### config.mk
export PLATFORM = sky130hd
export DESIGN_NAME = ps2_key_event_ctrl
export DESIGN_NICKNAME = d
export VERILOG_FILES = /design/src/rtl/ps2_key_event_ctrl.sv
export SDC_FILE = /design/constraint.sdc
export NUM_CORES = 1
export LEC_CHECK = 0
export ABC_AREA = 1
export CAP_MARGIN = 20
export CORE_ASPECT_RATIO = 1.75
export CORE_MARGIN = 1
export CORE_UTILIZATION = 45
export DETAILED_ROUTE_END_ITERATION = 8
export SLEW_MARGIN = 20
export SYNTH_ARGS = -nofsm -noshare
export SYNTH_HDL_FRONTEND = slang
export SYNTH_SLANG_ARGS = --single-unit
### constraint.sdc
create_clock -name clk_in -period 2.2 [get_ports clk_in]
set_input_delay 0.44 -clock clk_in [delete_from_list [all_inputs] [get_ports clk_in]]
set_output_delay 0.44 -clock clk_in [all_outputs]
set_load 0.02 [all_outputs]
### src/rtl/ps2_key_event_ctrl.sv
// ps2_key_event_ctrl
//   Converts PS/2 scan-code bytes into press/release events for four game lanes
//   (A/S/K/L) plus Enter. A prefix FSM handles the F0 (break) and E0 (extended)
//   prefixes. Per-key held state suppresses typematic repeats. Events are queued
//   in a small FIFO that is drained over a valid/ready handshake.
//
// Ports
//   clk_in      system clock
//   rst         asynchronous, active-high reset
//   byte_valid  one-cycle pulse, byte_data holds a received byte
//   byte_data   received scan-code byte
//   frame_err   one-cycle pulse, receiver framing/parity error
//   evt_valid   FIFO non-empty
//   evt_data    head event {press, key_id[2:0]}; 0 when the FIFO is empty
//   evt_ready   consumer accepts the head event
//   key_state   held level per key, bit index = key_id
//   overflow    sticky, an event was dropped because the FIFO was full
//   ovf_clr     clears overflow
//   busy        prefix FSM is not idle
module ps2_key_event_ctrl #(
    parameter int DEPTH       = 4,
    parameter int TIMEOUT_CYC = 2000000
) (
    input  logic       clk_in,
    input  logic       rst,
    input  logic       byte_valid,
    input  logic [7:0] byte_data,
    input  logic       frame_err,
    output logic       evt_valid,
    output logic [3:0] evt_data,
    input  logic       evt_ready,
    output logic [4:0] key_state,
    output logic       overflow,
    input  logic       ovf_clr,
    output logic       busy
);

    localparam int AW = $clog2(DEPTH);
    localparam int TW = $clog2(TIMEOUT_CYC);

    typedef enum logic [1:0] {IDLE, BRK, EXT, EXT_BRK} state_t;

    state_t        state, state_nx;
    logic [TW-1:0] tcnt, tcnt_nx;
    logic [4:0]    key_state_nx;
    logic          push;
    logic [3:0]    push_data;
    logic          mapped;
    logic [2:0]    key_id;

    // Scan-code to lane map. F0/E0 fall through as unmapped, which is what
    // makes a prefix byte seen in BRK behave like any other unknown code.
    always_comb begin
        mapped = 1'b1;
        key_id = 3'd0;
        case (byte_data)
            8'h1C:   key_id = 3'd0;
            8'h1B:   key_id = 3'd1;
            8'h42:   key_id = 3'd2;
            8'h4B:   key_id = 3'd3;
            8'h5A:   key_id = 3'd4;
            default: mapped = 1'b0;
        endcase
    end

    // Prefix FSM, key state and event generation.
    // Priority: frame_err > byte_valid > timeout.
    always_comb begin
        state_nx     = state;
        tcnt_nx      = tcnt;
        key_state_nx = key_state;
        push         = 1'b0;
        push_data    = 4'h0;
        if (frame_err) begin
            state_nx = IDLE;
            tcnt_nx  = '0;
        end else if (byte_valid) begin
            tcnt_nx = '0;
            case (state)
                IDLE: begin
                    if (byte_data == 8'hF0) begin
                        state_nx = BRK;
                    end else if (byte_data == 8'hE0) begin
                        state_nx = EXT;
                    end else if (mapped && !key_state[key_id]) begin
                        // Make; a repeat of an already held key is dropped.
                        key_state_nx[key_id] = 1'b1;
                        push                 = 1'b1;
                        push_data            = {1'b1, key_id};
                    end
                end
                BRK: begin
                    state_nx = IDLE;
                    if (mapped && key_state[key_id]) begin
                        key_state_nx[key_id] = 1'b0;
                        push                 = 1'b1;
                        push_data            = {1'b0, key_id};
                    end
                end
                // Extended codes never drive lanes; only track the prefix.
                EXT:     state_nx = (byte_data == 8'hF0) ? EXT_BRK : IDLE;
                EXT_BRK: state_nx = IDLE;
                default: state_nx = IDLE;
            endcase
        end else if (state != IDLE) begin
            // Abandon a prefix whose follow-up byte never arrived.
            if (tcnt == TW'(TIMEOUT_CYC - 1)) begin
                state_nx = IDLE;
                tcnt_nx  = '0;
            end else begin
                tcnt_nx = tcnt + 1'b1;
            end
        end
    end

    always_ff @(posedge clk_in or posedge rst) begin
        if (rst) begin
            state     <= IDLE;
            tcnt      <= '0;
            key_state <= '0;
            busy      <= 1'b0;
        end else begin
            state     <= state_nx;
            tcnt      <= tcnt_nx;
            key_state <= key_state_nx;
            // Registered from the next state so busy tracks state exactly.
            busy      <= (state_nx != IDLE);
        end
    end

    // Event FIFO (show-ahead head).
    logic [3:0]    mem [DEPTH];
    logic [AW-1:0] wptr, rptr;
    logic [AW:0]   cnt;
    logic          pop, full, do_push, drop;

    assign evt_valid = (cnt != '0);
    assign full      = (cnt == (AW+1)'(DEPTH));
    assign pop       = evt_valid && evt_ready;
    // When full, a simultaneous pop frees the slot the push needs.
    assign do_push   = push && (!full || pop);
    assign drop      = push && full && !pop;
    assign evt_data  = evt_valid ? mem[rptr] : 4'h0;

    always_ff @(posedge clk_in) begin
        if (do_push) mem[wptr] <= push_data;
    end

    always_ff @(posedge clk_in or posedge rst) begin
        if (rst) begin
            wptr     <= '0;
            rptr     <= '0;
            cnt      <= '0;
            overflow <= 1'b0;
        end else begin
            if (do_push) wptr <= wptr + 1'b1;
            if (pop)     rptr <= rptr + 1'b1;
            case ({do_push, pop})
                2'b10:   cnt <= cnt + 1'b1;
                2'b01:   cnt <= cnt - 1'b1;
                default: cnt <= cnt;
            endcase
            // Set wins over clear.
            if (drop)         overflow <= 1'b1;
            else if (ovf_clr) overflow <= 1'b0;
        end
    end

endmodule

==> metrics.txt <==
status finished clean; Worst Tran Pin Value 0.502 ns; Hold Slack 0.526 ns; Syn-to-layout area delta 27.0%; largest net degree at the start of global routing 38; Iter 0 DRT Violations 92; Net Count, Synth 385; initial antenna violation count 0; min Tclk post-route 2.04 ns; Post-Synthesis Cell Area 3000 um^2; PwrDens 707 nW/um^2; Core Area 6490 um^2; Reg power frac 42.4%; Reg clk slew, reported paths 0.07 ns; Warnings, synthesis 0; Hold Crit Class flip-flop to flip-flop; post-synthesis xor/xnor area fraction 3.22%; Top FF cell, synth dfrtp_1; Clock power frac 32.2%; Leakage 1.79 nW; clk sink count 53; mux cell area share after synthesis 0%; Post-synth EDFFs 16; vias per cell 4.90; Final #Nets 446; syn avg cell area 8.21 um^2; Hold Buf Count CTS 0; die span in y 110 um; VDD IR max 0.494 mV; DRC 0; Int Power 1.88 mW; first-pass GRT wire length 10800 um; total grt overflow 0; Switching Share 30.1%; Crit path arrival time 2.23 ns; compound-gate portion of the synthesized area 8.52%; sequential share of the synthesized area 47.0%; commonest non-fill, non-tap cell in the layout nand2_1; H-tree lvl count 2; diode count 0; Crit Path Class input pin to flip-flop; CP startpoint kind input pin; RD Place Congestion 0.806; Fin. Hold Viols 0; fin util 58.6%; final setup vio count 0; worst clock skew 0.00614 ns; die area 7000 um^2; Comb pwr share 25.4%; Cells after Synth 365; share of cells above drive strength 1 23.0%; number of global-route vias before repair 2566; ANT nets after route 0; Slew Viols, Final 0; average wire per standard cell 12.7 um; I/O pins 26; Max Fclk 491 MHz; Vias 2495; crit path max fanout 4; FILL cells 560; period utilisation layout 92.6%; CP Capture Type flip-flop; Root Buffer clkbuf_16; top-area cell type share of the netlist area 30.9%; hpwl dp 4990 um; final WL 6460 um; Num CTS Buffers 5; worst skew pair latency 0.29 ns; die width 63.7 um; max cap viols 0; RSZ-0062 raised after global routing no; Synth Area in Adders 2.76%; Rel. slew slack 66.5%; Starting Density 46.2%; Clock Path Buffers 2; async set or reset register ratio after synthesis 69.8%; Synth area leaders dfrtp_1 31%, edfxtp_1 16%, nand2_1 8.3%; net load switching power 0.810 mW; Worst Path Required 2.39 ns; commonest non-fill, non-tap cells in the layout 61 x nand2_1, 58 x inv_1, 52 x nor2_1; simple-gate share of the synthesized area 29.9%; CTS tree yes; Synth area leader dfrtp_1; Buffers on Ports 25; GRT Total Usage 20.3%; largest family of logic cells by synthesized area simple AND/OR/NAND/NOR gates; Synth Register Bits 53; num rows 39; Netlist cell types 40; drt pass-1 iters 4
power by group through the flow:
stage / clock network [mW] / logic [mW] / registers, mW
after floorplan: 0 / 0.451 / 1.12
after global placement: 0 / 0.693 / 1.16
after detailed placement: 0 / 0.698 / 1.16
after CTS: 0.895 / 0.664 / 1.14
after global routing: 0.921 / 0.775 / 1.15
final: 0.867 / 0.683 / 1.14
state kept, by name (all words and copies together), names as in the netlist, named ones only:
register / count
tcnt: 21
mem: 16
cnt: 3
rptr: 2
state: 2
wptr: 2
busy: 1
overflow: 1
critical path, cell delays in order:
cell and delay, ns:
clkbuf_2 0.14, inv_2 0.05, nor2_4 0.09, nand2_2 0.09, nand2_4 0.10, nand3_2 0.07
nand2_1 0.06, nor2_1 0.05, nor2_2 0.16, nand4_4 0.13, nand2_4 0.10, nor2_2 0.04
fa_2 0.35, o21bai_4 0.18, nand2_1 0.05, nand2_1 0.04, nand2_1 0.05, inv_1 0.03
synth_stat cells, drive strengths merged (2+ instances only):
library cell,instances
a21oi,15
a31oi,2
clkbuf,2
dfrtp,37
edfxtp,16
ha,5
inv,64
nand2,73
nand3,17
nand4,5
nor2,68
nor3,13
nor3b,2
nor4,5
o21ai,18
o22ai,4
or2,2
xnor2,2
xor2,9
final timing paths:
| kind | startpoint | to | slack, ns | cells after the start |
|---|---|---|---|---|
| max | byte_data[6] | cnt[2] | 0.16 | 18 |
| min | tcnt[1] | tcnt[1] | 0.53 | 1 |
| max reg2reg | state[1] | cnt[2] | 0.19 | 12 |
| min reg2reg | tcnt[1] | tcnt[1] | 0.53 | 1 |
| max in group asynchronous | rst | rptr[0] | 1.26 | 3 |
| min in group asynchronous | rst | async pin | 0.57 | 3 |
area by class of cell:
class / count / area (um^2) / area share (%)
multi-input combinational: 245 / 1420 / 37.4
timing repair buffer: 57 / 460 / 12.1
inverter: 64 / 245 / 6.45
clock inverter: 3 / 41.3 / 1.09
tap: 82 / 103 / 2.70
clock buffer: 5 / 125 / 3.29
sequential: 53 / 1410 / 37.0
layer usage:
| metal | part of all wire (%) | routed length, um | up-vias | global-route usage (%) |
|---|---|---|---|---|
| li1 | - | - | 1290 | - |
| met1 | 35 | 2260 | 1155 | 17.3 |
| met2 | 60 | 3890 | 36 | 43.6 |
| met3 | 2.1 | 135 | 14 | 3.22 |
| met4 | 2.8 | 183 | 0 | 8.93 |
| met5 | 0 | 0 | - | 0 |
logic make-up after synthesis:
kind of cell    Yosys count
flops                    53
simple gates            185
xor+xnor                 11
fa+ha+maj                 6
compound gates           43
buf+inv                  67
stage by stage:
stage / total power, mW / setup WS [ns] / TNS, ns / cells / cell area, um^2
floorplan: 1.57 / 0.0614 / 0 / 365 / 3000
global placement: 1.85 / -0.518 / -12.75 / 499 / 3570
detailed placement: 1.86 / -0.573 / -14.18 / 499 / 3570
CTS: 2.70 / -0.0199 / -0.0199 / 509 / 3770
global route: 2.85 / 0.00758 / 0 / 509 / 3800
finish: 2.69 / 0.163 / 0 / 509 / 3800
what timing repair did:
item,CTS,global route
endpoints found under the hold margin,0,0
setup buffers,2,0
endpoints found under the setup margin,28,16
resized for setup,21,35
pin swaps,5,15
Note: power is estimated with default switching activity, not from simulation.
